[config.mk]
export PLATFORM = sky130hd
export DESIGN_NAME = ones_pattern_gen
export DESIGN_NICKNAME = d
export VERILOG_FILES = /design/src/rtl/ones_pattern_pkg.sv /design/src/rtl/thermo_chunk.sv /design/src/rtl/ones_pattern_gen.sv
export SDC_FILE = /design/constraint.sdc
export NUM_CORES = 1
export LEC_CHECK = 0
export ABC_CLOCK_PERIOD_IN_PS = 8000
export CAP_MARGIN = 10
export CORE_UTILIZATION = 54
export CTS_BUF_LIST = sky130_fd_sc_hd__clkbuf_4 sky130_fd_sc_hd__clkbuf_8 sky130_fd_sc_hd__clkbuf_16
export DETAILED_ROUTE_END_ITERATION = 10
export PLACE_DENSITY_LB_ADDON = 0.08
export SLEW_MARGIN = 10
export SYNTH_ARGS = -nofsm -noshare
export SYNTH_HDL_FRONTEND = slang
export SYNTH_SLANG_ARGS = --single-unit
export TNS_END_PERCENT = 30
[constraint.sdc]
create_clock -name clk -period 8 [get_ports clk]
set_clock_uncertainty 0.1 [all_clocks]
set_input_delay 1.2 -clock clk [delete_from_list [all_inputs] [get_ports clk]]
set_output_delay 1.2 -clock clk [all_outputs]
set_load 0.02 [all_outputs]
[src/rtl/ones_pattern_pkg.sv]
// Shared types and sizing helpers for the thermometer-code generator.
// Vector length and chunk count derive from N and CHUNK only.
package ones_pattern_pkg;

  typedef enum logic [1:0] {
    IDLE,
    FILL,
    DONE
  } state_t;

  function automatic int vec_len(input int n);
    return (1 << (n + 1)) - 1;
  endfunction

  function automatic int num_chunks(input int n, input int chunk);
    return (vec_len(n) + chunk - 1) / chunk;
  endfunction

endpackage

[src/rtl/thermo_chunk.sv]
// Combinational thermometer slice: lane j is set when base+j < cnt.
// Compares run at N+2 bits so base+j never wraps.
module thermo_chunk
  import ones_pattern_pkg::*;
#(
  parameter int N     = 6,
  parameter int CHUNK = 8
) (
  input  logic [N+1:0]     base,
  input  logic [N:0]       cnt,
  output logic [CHUNK-1:0] lanes
);

  localparam int W = N + 2;

  for (genvar j = 0; j < CHUNK; j++) begin : g_lane
    assign lanes[j] = (base + W'(j)) < {1'b0, cnt};
  end

endmodule

[src/rtl/ones_pattern_gen.sv]
// Chunked thermometer-code generator with start/busy/done handshake.
// Writes CHUNK bits of vec per FILL cycle at base index ptr.
module ones_pattern_gen
  import ones_pattern_pkg::*;
#(
  parameter  int N     = 6,
  parameter  int CHUNK = 8,
  localparam int L     = vec_len(N)
) (
  input  logic         clk,
  input  logic         rst,
  input  logic         start,
  input  logic [N:0]   count,
  output logic         busy,
  output logic         done,
  output logic [L-1:0] vec
);

  localparam int NCH = num_chunks(N, CHUNK);
  localparam int W   = N + 2;
  localparam logic [W-1:0] STEP = W'(CHUNK);
  localparam logic [W-1:0] LAST = W'((NCH - 1) * CHUNK);

  state_t           state;
  logic [N:0]       cnt_q;
  logic [W-1:0]     ptr;
  logic [L-1:0]     vec_q;
  logic [CHUNK-1:0] lanes;
  logic [L-1:0]     wdat;
  logic [L-1:0]     wmsk;
  logic [L-1:0]     vec_nxt;

  thermo_chunk #(
    .N    (N),
    .CHUNK(CHUNK)
  ) u_chunk (
    .base (ptr),
    .cnt  (cnt_q),
    .lanes(lanes)
  );

  // Lanes past L in the last partial chunk fall off the top here.
  always_comb begin
    wdat    = L'({{L{1'b0}}, lanes} << ptr);
    wmsk    = L'({{L{1'b0}}, {CHUNK{1'b1}}} << ptr);
    vec_nxt = (vec_q & ~wmsk) | (wdat & wmsk);
  end

  always_ff @(posedge clk or posedge rst) begin
    if (rst) begin
      state <= IDLE;
      cnt_q <= '0;
      ptr   <= '0;
      vec_q <= '0;
      busy  <= 1'b0;
      done  <= 1'b0;
    end else begin
      unique case (state)
        IDLE, DONE: begin
          done <= 1'b0;
          if (start) begin
            state <= FILL;
            cnt_q <= count;
            ptr   <= '0;
            vec_q <= '0;
            busy  <= 1'b1;
          end else begin
            state <= IDLE;
            busy  <= 1'b0;
          end
        end
        FILL: begin
          vec_q <= vec_nxt;
          ptr   <= ptr + STEP;
          if (ptr == LAST) begin
            state <= DONE;
            busy  <= 1'b0;
            done  <= 1'b1;
          end
        end
        default: begin
          state <= IDLE;
          busy  <= 1'b0;
          done  <= 1'b0;
        end
      endcase
    end
  end

  assign vec = vec_q;

endmodule

# Word level (Yosys, flattened, before mapping)
# Cells that the tools add are included.
# Widths: inputs -> output; s select.
[word_totals]
in_bits = 10
regBits = 146
out_inout_bits = 129
word_cells = 50
[op_classes]
add_sub_neg = 8
eq_ne = 5
bitwise = 4
mux = 12
n_shift = 2
n_lt_le_gt_ge = 8
n_reduce_logical = 5
[ops]
columns = ["op", "n"]
rows = [
  ["$and 127x127->127", 2],
  ["$pmux 127 s2", 1],
  ["$mux 127", 1],
  ["$not 127->127", 1],
  ["$or 127x127->127", 1],
  ["$shl 8x8->127", 1],
  ["$shl 8x8->127 const A", 1],
  ["$lt 8x7->1", 8],
  ["$add 8x3->8 const B", 4],
  ["$add 8x2->8 const B", 2],
  ["$pmux 8 s2", 1],
  ["$add 8x1->8 const B", 1],
  ["$add 8x4->8 const B", 1],
  ["$eq 8x7->1 const B", 1],
  ["$mux 8", 1],
  ["$mux 1", 5],
  ["$ne 2x2->1 const B", 2],
  ["$pmux 2 s2", 1],
  ["$reduce_and 2->1", 2],
  ["$eq 2x1->1 const B", 1],
  ["$eq 2x2->1 const B", 1],
  ["$logic_not 2->1", 1],
  ["$mux 2", 1],
  ["$pmux 1 s2", 1],
  ["2 further kinds", 2],
]

# Depth between registers and ports, before layout
# Gate-level depths: netlist (run 1).
[depth]
ltp_word = 6
mapped_depth = 8
ltp_nobuf = 6

# Cells and area by module
# From an unflattened synthesis (run 1), not the netlist that was laid out.
[hier_totals]
hier_cells = 764
hier_area_um2 = 7850.0
[by_module_without_submodules]
columns = ["module", "cells_each", "instances", "area_per_inst_um2", "seq_area_each_um2"]
rows = [
  ["ones_pattern_gen", 558, 1, 6174.7, 3553.4],
  ["thermo_chunk", 206, 1, 1675.4, 0.0],
]

# Worst setup path before layout (run 1)
# No wires, ideal clock.
[synth_timing]
path_type = "input to register"
startpoint = "input start"
endpoint = "register vec_q[124], in the netlist vec[124]"
setup_time_ns = 0.121
t_arrival_ns = 2.198
t_required_ns = 7.779
n_path_buf = 1
stages = 4
path_slack_ns = 5.581
path_cell_list = "nor2b_1 -> clkbuf_1 -> nor2_1 -> a22o_1"
[synth_via]
elab_chain_cells = 2
[synth_lines]
columns = ["element", "line", "rtl"]
rows = [
  ["start: declaration", "ones_pattern_gen.sv:12", "input logic start,"],
  ["$ne 2x2->1 (no source line)", "--", ""],
  ["$reduce_and 2->1 (no source line)", "--", ""],
  ["end signal: assignment", "ones_pattern_gen.sv:73", "vec_q <= vec_nxt;"],
  ["end: declaration", "ones_pattern_gen.sv:27", "logic [L-1:0] vec_q;"],
]
# Every way passes these cells.
# A chain may end at the register's enable or synchronous reset.

# Worst setup path in the final report (run 1)
[layout_timing]
startpoint = "register done"
endpoint = "output done"
[layout_rtl]
columns = ["element", "line", "rtl"]
rows = [
  ["start: declaration", "ones_pattern_gen.sv:15", "output logic done,"],
  ["start signal: assignment", "ones_pattern_gen.sv:56", "done <= 1'b0;"],
  ["start signal: assignment", "ones_pattern_gen.sv:60", "done <= 1'b0;"],
  ["start signal: assignment", "ones_pattern_gen.sv:78", "done <= 1'b1;"],
]
# No word-level cell between the ends.

==> parameters.txt, run 1 <==
Parameter                              Value

Worst setup path
  Worst path bufs/invs    1
  Max incr delay on CP    680 ps
  Largest delay share family, worst path    buffers and inverters
  Crit path launch    done$_DFFE_PP0P_
  CP Max Fanout    5
  Category of the worst setup path launch point    flop
  Worst reg2reg startpoint    ptr[5]$_DFFE_PP0P_
  Required time of the critical path    6700 ps
  Critical Path AT    1680 ps
  Ordered cell list for the critical path    clkdlybuf4s50_1
  CP endpoint kind    output port
  Type of the worst setup path    reg2out
  Slowest cell on crit path    sky130_fd_sc_hd__clkdlybuf4s50_1

Finish
  Fraction of layout cells with a size suffix above 1    7.66%
  N_diodes    0
  Final instance area    0.00808 sq mm
  Most frequent cells in the layout    sky130_fd_sc_hd__dfrtp_1, sky130_fd_sc_hd__clkdlybuf4s50_1, sky130_fd_sc_hd__nand2_1, sky130_fd_sc_hd__o21ai_0, sky130_fd_sc_hd__a22o_1
  Final-stage net count    694
  Leading cell type in the layout, fill and taps excluded    sky130_fd_sc_hd__dfrtp_1
  Post-route core utilization    74.5%
  Layout area overhead    33.9%

Yosys
  Avg Synthesized Cell Area    11.3 sq um
  Count of synthesis-stage warnings from yosys    0
  Mapped Nets    563
  Sequential area share after synthesis    58.9%
  Ys async rst share    100%
  #FFs+latches synth    142
  Main flop type after synthesis    sky130_fd_sc_hd__dfrtp_1
  Number of distinct library cells after synthesis    47
  Post-synthesis cell area    0.00603 sq mm
  Count of mapped cells out of synthesis    535
  Number of flops mapped to enable cells by yosys    0

Floorplanning
  Vertical extent of the die    108 microns
  Standard-cell rows    38
  Horizontal extent of the die    108 microns
  Initial Utilization    55.7%
  Total core area    0.0108 sq mm
  Overall die area    0.0116 sq mm
  Boundary Pins    139

Power
  Power Density    492 mW/mm^2
  Largest vdd supply drop    0.258 mV
  Gate power share    50.4%
  Leakage power summed over all cells    3.56 nW
  Switching power    1.79 mW
  Part of the power in the clock network    19.7%
  Relative contribution of sequential cells to total power    30.0%
  Design internal power    2.18 mW
  Net switching fraction of the power    45.2%

Timing
  Unrepaired setup endpoints after global routing    false
  Fraction of the cycle the final worst path needs    37.3%
  Final setup TNS    0 ps
  Slew of the pin with the lowest slew margin    1220 ps
  Remaining max-slew budget at the tightest pin    17.9%
  Final hold vios    0
  Shortest clock period the worst path allows after layout    2980 ps
  Max-slew violation count    0
  Maximum operating frequency    335 MHz
  Total setup violations reported at the end of the flow    0

Route
  Total wirelength of the detailed-routed design    16300 microns
  Initial DRC count    295
  Vias post-DR    4896
  Post-DR wirelength/cell    19.9 microns
  Router iterations before antenna repair    5
  Detail-routed via count per cell    5.98
  DRC viols    0
  Count of nets left with antenna violations after detail routing    0

Outcome
  Outcome    completed

Job
  Max Cap Viol    0

Clock network
  Clock slew at the register clock pins of the worst setup and hold paths    60 ps
  Clock H-tree levels    4
  CTS tree    yes
  Source-to-sink clock delay at the later pin of the worst-skew pair    530 ps
  PostCTS Resize Cnt    0
  Post-CTS Setup Repair Bufs    0
  Number of buffers inserted for hold repair after clock tree synthesis    0
  Clock tree root driver cell    sky130_fd_sc_hd__clkbuf_8
  Num CTS Buffers    17
  Clk sink count    142
  CTS Buffer Depth    2

Global routing
  Global routing's busiest layer    met2
  Met2 Use GR    48.3%
  GR Layer Usage met3    7.51%
  Total routing resource utilization after global routing    30.0%
  Number of global-route vias before repair    4890
  Maximum number of pins on one net before global-route repair    83
  Antenna violations before repair    0
  GR Overflow Total    0
  GR met1 Demand/Resource    39.9%
  Wire length of the first global-routing pass    26100 microns

Placement
  Placed instance area    0.00749 sq mm
  Quantity of I/O buffers inserted on ports    138
  Placer Congestion    0.841
  Hpwl dp    10800 microns

Worst hold path
  Beginning of the worst hold path    vec[100]$_DFFE_PP0P_
  Type of the tightest min-delay check    reg2reg
[path summary, 6_finish.rpt]
check,cells after the start,slack (ps),end
setup / recovery,1,5020,done
hold reg to reg,2,390,vec[100]$_DFFE_PP0P_
hold / removal,2,390,vec[100]$_DFFE_PP0P_
max in group asynchronous,3,5410,vec[9]$_DFFE_PP0P_
setup reg to reg,5,5060,vec[10]$_DFFE_PP0P_
min in group asynchronous,2,1010,vec[36]$_DFFE_PP0P_
[sequential cells by signal, indices dropped and copies added (netlist names)]
signal / cells
state: 1
cnt_q: 7
done: 1
vec: 127
ptr: 5
busy: 1
[per-stage QoR]
| step | hold WS, ps | power [mW] | std cells | worst slack, ps |
|---|---|---|---|---|
| floorplan | 361 | 2.31 | 535 | 2890 |
| global placement | 368 | 3.12 | 787 | 4710 |
| detailed placement | 380 | 3.18 | 787 | 4660 |
| CTS | 393 | 3.97 | 819 | 5010 |
| global route | 421 | 4.18 | 819 | 4890 |
| finish | 390 | 3.97 | 819 | 5020 |
[per-layer routing]
metal  wire length, microns  vias to the layer above  share of wire, %
met4                    278                        0               1.7
met1                   7010                     2456                43
li1                       -                     2238                 -
met5                      0                        -                 0
met3                    992                       24               6.1
met2                   8010                      178                49
[layout make-up]
type / instances / area (sq um)
Multi-Input combinational cell: 355 / 2320
Timing Repair Buffer: 141 / 1400
Fill cell: 761 / 2760
Clock inverter: 12 / 134
Inverter: 9 / 38.8
Clock buffer: 20 / 455
Sequential cell: 142 / 3550
Tap cell: 140 / 175
[kinds of logic (layout without fill, tap and decap cells)]
family / Yosys count / in the layout / synth area share, %
AOI/OAI and AO/OA: 172 / 172 / 20.3
and+or+nand+nor: 156 / 156 / 13.0
DFF: 142 / 142 / 58.9
buffers and inverters: 38 / 182 / 2.67
adders and majority gates: 18 / 18 / 3.73
muxes: 8 / 8 / 1.35
other: 1 / 1 / 0.0621
[cell usage after synthesis, types with 3 or more instances]
master,count,area share (%)
sky130_fd_sc_hd__nand2b_1,4,0.41
sky130_fd_sc_hd__o21ai_1,5,0.41
sky130_fd_sc_hd__a22o_1,58,8.4
sky130_fd_sc_hd__a41oi_2,4,1.1
sky130_fd_sc_hd__a21o_1,3,0.37
sky130_fd_sc_hd__a41o_1,3,0.50
sky130_fd_sc_hd__mux2i_1,7,1.2
sky130_fd_sc_hd__o21ai_0,64,5.3
sky130_fd_sc_hd__buf_2,9,0.75
sky130_fd_sc_hd__nand4_1,8,0.83
sky130_fd_sc_hd__ha_1,18,3.7
sky130_fd_sc_hd__nand3_1,32,2.7
sky130_fd_sc_hd__a31oi_1,6,0.62
sky130_fd_sc_hd__inv_1,9,0.56
sky130_fd_sc_hd__and2_1,4,0.41
sky130_fd_sc_hd__a21oi_1,4,0.33
sky130_fd_sc_hd__nor2_1,8,0.50
sky130_fd_sc_hd__o211ai_1,7,0.87
sky130_fd_sc_hd__dfrtp_1,142,59
sky130_fd_sc_hd__clkbuf_1,14,0.87
sky130_fd_sc_hd__nand2_1,74,4.6
sky130_fd_sc_hd__nor2b_1,9,0.93
sky130_fd_sc_hd__o31ai_1,7,0.87
sky130_fd_sc_hd__buf_1,4,0.25
[power groups by stage]
| stage | clock network, mW | registers (mW) | logic, mW |
|---|---|---|---|
| 6_report | 0.782 | 1.19 | 2.00 |
| 4_1_cts | 0.787 | 1.19 | 2.00 |
| 3_3_place_gp | 0 | 1.19 | 1.93 |
| 5_1_grt | 0.822 | 1.22 | 2.13 |
| 3_5_place_dp | 0 | 1.19 | 1.99 |
| 2_1_floorplan | 0 | 1.41 | 0.902 |
[worst min-delay path, cell delays in order, from the launching register on]
cell	delay (ps)
sky130_fd_sc_hd__dfrtp_1	350
sky130_fd_sc_hd__nand2_1	50
sky130_fd_sc_hd__o21ai_0	60
(Power assumes the default switching activity.)
==> run 2: changes to the inputs <==
ABC_CLOCK_PERIOD_IN_PS = 2600   (was 8000)
CORE_UTILIZATION = 45   (was 54)
clock period = 2.6 ns   (was 8 ns; I/O delays follow)
==> run 2 against run 1 <==
Clock power grew to 3.5 times the previous value. Cell area rose by 3.4%. Total power rose to 3.2 times the previous value. Count of clock-buffer cells in the layout rose by 1. Largest power group unchanged.
==> parameters.txt, run 2 (same netlist as run 1, synthesis figures left out) <==
Parameter                              Value

Worst setup path
  Cell with the most instances on the worst path    sky130_fd_sc_hd__nand3_1
  Critical Path AT    2500 ps (was 1680 ps)
  Slowest cell on crit path    sky130_fd_sc_hd__nor3b_4 (was sky130_fd_sc_hd__clkdlybuf4s50_1)
  Max incr delay on CP    540 ps (was 680 ps)
  Category of the worst setup path launch point    flop (unchanged)
  Required time of the critical path    2770 ps (was 6700 ps)
  Worst setup slack for register-to-register paths    280 ps (was 5060 ps)
  Ordered cell list for the critical path    nor3b_4 -> buf_4 -> nand3_1 -> nand3_1 -> o21ai_0 (was clkdlybuf4s50_1)
  CP Max Fanout    14 (was 5)
  Largest delay share family, worst path    simple AND/OR/NAND/NOR gates (was buffers and inverters)
  Type of the worst setup path    reg2reg (was reg2out)
  CP endpoint kind    flop (was output port)
  Worst path bufs/invs    1 (unchanged)

Clock network
  Number of buffers inserted for hold repair after clock tree synthesis    0 (unchanged)
  Clock H-tree levels    4 (unchanged)
  Source-to-sink clock delay at the later pin of the worst-skew pair    420 ps (was 530 ps)
  CTS Buffer Depth    2 (unchanged)
  PostCTS Resize Cnt    0 (unchanged)
  Clock tree root driver cell    sky130_fd_sc_hd__clkbuf_16 (was sky130_fd_sc_hd__clkbuf_8)
  Post-CTS Setup Repair Bufs    0 (unchanged)
  Clock slew at the register clock pins of the worst setup and hold paths    60 ps (about the same)
  Clk sink count    142 (unchanged)
  CTS tree    yes (unchanged)
  Num CTS Buffers    17 (unchanged)

Finish
  Leading cell type in the layout, fill and taps excluded    sky130_fd_sc_hd__dfrtp_1 (unchanged)
  Area of the multi-input gates    0.00232 sq mm (unchanged)
  Final-stage net count    712 (was 694)
  Layout area overhead    38.4% (was 33.9%)
  N_diodes    0 (unchanged)
  Filler cell count    996 (was 761)
  Number of cells in the finished layout apart from fillers    868 (was 819)
  Fraction of layout cells with a size suffix above 1    9.91% (was 7.66%)
  Most frequent cells in the layout    sky130_fd_sc_hd__dfrtp_1, sky130_fd_sc_hd__clkdlybuf4s50_1, sky130_fd_sc_hd__nand2_1, sky130_fd_sc_hd__o21ai_0, sky130_fd_sc_hd__a22o_1 (unchanged)
  Sequential Area    0.00355 sq mm (unchanged)
  Number of flip-flops in the largest register    127 (unchanged)

Power
  Power Density    1530 mW/mm^2 (was 492 mW/mm^2)
  Largest vdd supply drop    0.805 mV (was 0.258 mV)
  Leakage power summed over all cells    3.69 nW (was 3.56 nW)
  Total Power    12.8 mW (was 3.97 mW)

Placement
  Placed Instances    837 (was 787)
  Hpwl dp    11700 microns (was 10800 microns)
  Placer Congestion    0.872 (was 0.841)
  Place WS    308 ps (was 4660 ps)
  Quantity of I/O buffers inserted on ports    138 (unchanged)

Route
  Vias post-DR    4964 (was 4896)
  Detail-routed via count per cell    5.72 (was 5.98)
  Count of nets left with antenna violations after detail routing    0 (unchanged)
  Total wirelength of the detailed-routed design    16400 microns (was 16300 microns)
  Initial DRC count    366 (was 295)
  DRC viols    0 (unchanged)
  Post-DR wirelength/cell    18.9 microns (was 19.9 microns)
  Router iterations before antenna repair    7 (was 5)

Timing
  Shortest clock period the worst path allows after layout    2320 ps
  Total setup violations reported at the end of the flow    0 (unchanged)
  Final hold vios    0 (unchanged)
  Fraction of the cycle the final worst path needs    89.3%
  Max-slew violation count    0 (unchanged)
  Final setup TNS    0 ps (unchanged)
  Worst Slack Setup Final    277 ps (was 5020 ps)
  Unrepaired setup endpoints after global routing    false (unchanged)
  Slew of the pin with the lowest slew margin    777 ps (was 1220 ps)
  Remaining max-slew budget at the tightest pin    47.9% (was 17.9%)
  Maximum operating frequency    431 MHz

Floorplanning
  Boundary Pins    139 (unchanged)
  Vertical extent of the die    118 microns (was 108 microns)
  Initial Utilization    47.1% (was 55.7%)
  Overall die area    0.0139 sq mm (was 0.0116 sq mm)
  Standard-cell rows    41 (was 38)
  Horizontal extent of the die    118 microns (was 108 microns)
  Total core area    0.0128 sq mm (was 0.0108 sq mm)

Global routing
  Maximum number of pins on one net before global-route repair    61 (was 83)
  GR Overflow Total    0 (unchanged)
  Number of global-route vias before repair    4849 (was 4890)
  Total routing resource utilization after global routing    25.0% (was 30.0%)
  Wire length of the first global-routing pass    26800 microns (was 26100 microns)
  Antenna violations before repair    0 (unchanged)

Outcome
  Outcome    completed (unchanged)

Worst hold path
  Type of the tightest min-delay check    in2async (was reg2reg)

Job
  Max Cap Viol    0 (unchanged)
-- run 2: cell count changes in the layout (fill, tap and decap cells not counted) --
cell,previous run,this run
sky130_fd_sc_hd__clkbuf_16,16,17
sky130_fd_sc_hd__clkinvlp_4,2,1
sky130_fd_sc_hd__buf_12,0,2
sky130_fd_sc_hd__inv_6,4,1
sky130_fd_sc_hd__clkinv_4,2,1
sky130_fd_sc_hd__bufinv_16,2,5
sky130_fd_sc_hd__buf_4,3,19
-- run 2: layout make-up --
class                           count  share of cell area (%)
Clock buffer                       21                    5.75
Clock inverter                     10                    2.19
Inverter                            9                   0.449
Multi-Input combinational cell    355                    27.8
Sequential cell                   142                    42.5
Tap cell                          172                    2.58
Timing Repair Buffer              159                    18.7
-- run 2: per-layer routing --
metal,track usage [%],vias to the layer above,wire length (microns),share of wire (%)
li1,-,2270,-,-
met1,35.1,2474,7630,46
met2,38.1,193,7680,47
met3,4.26,27,809,4.9
met4,10.8,0,323,2.0
met5,0,-,0,0
-- run 2: final timing paths --
path,cells past startpoint,endpoint,from
max,5,vec[16]$_DFFE_PP0P_,ptr[7]$_DFFE_PP0P_
min,2,vec[32]$_DFFE_PP0P_,rst
max reg2reg,5,vec[16]$_DFFE_PP0P_,ptr[7]$_DFFE_PP0P_
min reg2reg,2,vec[8]$_DFFE_PP0P_,vec[8]$_DFFE_PP0P_
max in group asynchronous,3,vec[92]$_DFFE_PP0P_,rst
min in group clk,2,vec[8]$_DFFE_PP0P_,vec[8]$_DFFE_PP0P_
-- run 2: power breakdown --
part	switching (mW)	internal [mW]	leakage (nW)
registers	0.545	3.01	1.93
logic	4.05	2.51	1.43
clock network	0.899	1.80	0.329
-- run 2: worst reg2reg max path: stages, from the launching register on --
cell and delay, ps:
sky130_fd_sc_hd__dfrtp_1 520, sky130_fd_sc_hd__nor3b_4 540, sky130_fd_sc_hd__buf_4 300, sky130_fd_sc_hd__nand3_1 360
sky130_fd_sc_hd__nand3_1 230, sky130_fd_sc_hd__o21ai_0 120
-- run 2: stage by stage --
step           hold WS [ps]  util (%)  cell area (sq um)
2_1_floorplan           361         -               6040
3_3_place_gp            363      60.0               7690
3_5_place_dp            371      60.0               7690
4_1_cts                 164      65.1               8350
5_1_grt                 174      65.1               8350
6_report                167      65.1               8350
==> run 3: changes to the inputs <==
CORE_ASPECT_RATIO = 1.2   (was not set)
==> run 3 against run 2 <==
Sequential power is essentially flat. Critical path depth up 1. Non-clock buffer count is the same. Combinational power down 2%. Via count is 0.28% lower. Global-route usage grew 0.57 points. Highest routed layer unchanged.
==> parameters.txt, run 3 (same netlist as run 1, synthesis figures left out) <==
Parameter                              Value

Finish
  Final-stage net count    712 (unchanged)
  N_diodes    0 (unchanged)
  Fraction of layout cells with a size suffix above 1    10.0% (was 9.91%)
  Final instance area    0.00834 sq mm (was 0.00835 sq mm)
  Filler cell count    1078 (was 996)
  Layout area overhead    38.2% (was 38.4%)
  Most frequent cells in the layout    sky130_fd_sc_hd__dfrtp_1, sky130_fd_sc_hd__clkdlybuf4s50_1, sky130_fd_sc_hd__nand2_1, sky130_fd_sc_hd__o21ai_0, sky130_fd_sc_hd__a22o_1 (unchanged)
  Number of cells in the finished layout apart from fillers    865 (was 868)
  Leading cell type in the layout, fill and taps excluded    sky130_fd_sc_hd__dfrtp_1 (unchanged)
  Number of flip-flops in the largest register    127 (unchanged)

Job
  Max Cap Viol    0 (unchanged)

Floorplanning
  Total core area    0.0131 sq mm (was 0.0128 sq mm)
  Standard-cell rows    46 (was 41)
  Initial Utilization    46.0% (was 47.1%)
  Vertical extent of the die    129 microns (was 118 microns)
  Overall die area    0.0139 sq mm (about the same)
  Horizontal extent of the die    108 microns (was 118 microns)
  Boundary Pins    139 (unchanged)

Timing
  Unrepaired setup endpoints after global routing    false (unchanged)
  Total setup violations reported at the end of the flow    0 (unchanged)
  Min Hold Slack    338 ps (was 167 ps)
  Maximum operating frequency    423 MHz (was 431 MHz)
  Remaining max-slew budget at the tightest pin    50.4% (was 47.9%)
  Final hold vios    0 (unchanged)
  Final setup TNS    0 ps (unchanged)
  Max-slew violation count    0 (unchanged)
  Worst Slack Setup Final    238 ps (was 277 ps)
  Fraction of the cycle the final worst path needs    90.8% (was 89.3%)
  Shortest clock period the worst path allows after layout    2360 ps (was 2320 ps)
  Slew of the pin with the lowest slew margin    740 ps (was 777 ps)

Clock network
  Clock H-tree levels    4 (unchanged)
  CTS tree    yes (unchanged)
  Clk sink count    142 (unchanged)
  Clock slew at the register clock pins of the worst setup and hold paths    60 ps (about the same)
  Post-CTS Setup Repair Bufs    0 (unchanged)
  Clock tree root driver cell    sky130_fd_sc_hd__clkbuf_16 (unchanged)
  PostCTS Resize Cnt    0 (unchanged)
  CTS Buffer Depth    2 (unchanged)
  Source-to-sink clock delay at the later pin of the worst-skew pair    420 ps (about the same)
  Number of buffers inserted for hold repair after clock tree synthesis    0 (unchanged)
  Num CTS Buffers    17 (unchanged)

Placement
  Placed instance area    0.00772 sq mm (was 0.00769 sq mm)
  Place WS    254 ps (was 308 ps)
  Placer Congestion    0.852 (was 0.872)
  Hpwl dp    11700 microns (about the same)
  Quantity of I/O buffers inserted on ports    138 (unchanged)
  Placed Instances    833 (was 837)

Global routing
  Maximum number of pins on one net before global-route repair    38 (was 61)
  Number of global-route vias before repair    4930 (was 4849)
  GR Overflow Total    0 (unchanged)
  Total routing resource utilization after global routing    25.5% (was 25.0%)
  Wire length of the first global-routing pass    26800 microns (about the same)
  Antenna violations before repair    0 (unchanged)

Route
  Initial DRC count    297 (was 366)
  Detail-routed via count per cell    5.72 (about the same)
  Vias post-DR    4950 (was 4964)
  Router iterations before antenna repair    5 (was 7)
  DRC viols    0 (unchanged)
  Total wirelength of the detailed-routed design    16600 microns (was 16400 microns)
  Post-DR wirelength/cell    19.1 microns (was 18.9 microns)
  Count of nets left with antenna violations after detail routing    0 (unchanged)

Worst setup path
  CP endpoint kind    flop (unchanged)
  Type of the worst setup path    reg2reg (unchanged)
  Length in cells of the worst reg-to-reg path    6 (was 5)
  Worst setup slack for register-to-register paths    240 ps (was 280 ps)
  Required time of the critical path    2860 ps (was 2770 ps)
  Category of the worst setup path launch point    flop (unchanged)
  Critical Path AT    2620 ps (was 2500 ps)
  CP Max Fanout    8 (was 14)

Power
  Power Density    1510 mW/mm^2 (was 1530 mW/mm^2)
  Largest vdd supply drop    0.631 mV (was 0.805 mV)
  Leakage power summed over all cells    3.67 nW (was 3.69 nW)

Worst hold path
  Type of the tightest min-delay check    in2async (unchanged)

Outcome
  Outcome    completed (unchanged)
run 3: power breakdown:
part           leakage (nW)  switching (mW)  internal (mW)
logic                  1.45            3.97           2.49
registers              1.93           0.564           3.01
clock network         0.294           0.984           1.55
run 3: worst max-delay path, stage by stage (launching register included):
cell                       delay [ps]
sky130_fd_sc_hd__dfrtp_1          360
sky130_fd_sc_hd__inv_1            110
sky130_fd_sc_hd__ha_1             280
sky130_fd_sc_hd__a21o_1           190
sky130_fd_sc_hd__a211oi_1         570
sky130_fd_sc_hd__o21a_1           460
sky130_fd_sc_hd__a22o_1           220
run 3: through the flow:
stage                     util, %  power, mW
final                        63.6       12.6
after global routing         63.6       13.3
after CTS                    63.6       12.6
after detailed placement     58.8       10.1
after global placement       58.8       9.93
after floorplan                 -       7.10
run 3: area by class of cell:
class,instances,area [sq um],area share [%]
Sequential cell,142,3550,42.6
Multi-Input combinational cell,355,2320,27.8
Timing Repair Buffer,159,1600,19.2
Clock buffer,18,439,5.27
Tap cell,168,210,2.52
Clock inverter,14,179,2.15
Inverter,9,37.5,0.450
run 3: path summary, 6_finish.rpt:
check | startpoint | endpoint
max | cnt_q[5]$_DFFE_PP0P_ | vec[65]$_DFFE_PP0P_
min | rst | vec[4]$_DFFE_PP0P_
max reg2reg | cnt_q[5]$_DFFE_PP0P_ | vec[65]$_DFFE_PP0P_
min reg2reg | vec[96]$_DFFE_PP0P_ | vec[96]$_DFFE_PP0P_
max in group asynchronous | rst | vec[126]$_DFFE_PP0P_
min in group clk | vec[96]$_DFFE_PP0P_ | vec[96]$_DFFE_PP0P_
run 3: per-layer routing:
metal / vias to the layer above / track usage [%] / routed length [microns]
met1: 2489 / 34.3 / 7250
li1: 2265 / - / -
met2: 175 / 41.8 / 8180
met4: 0 / 8.14 / 213
met3: 21 / 5.12 / 906
met5: - / 0 / 0
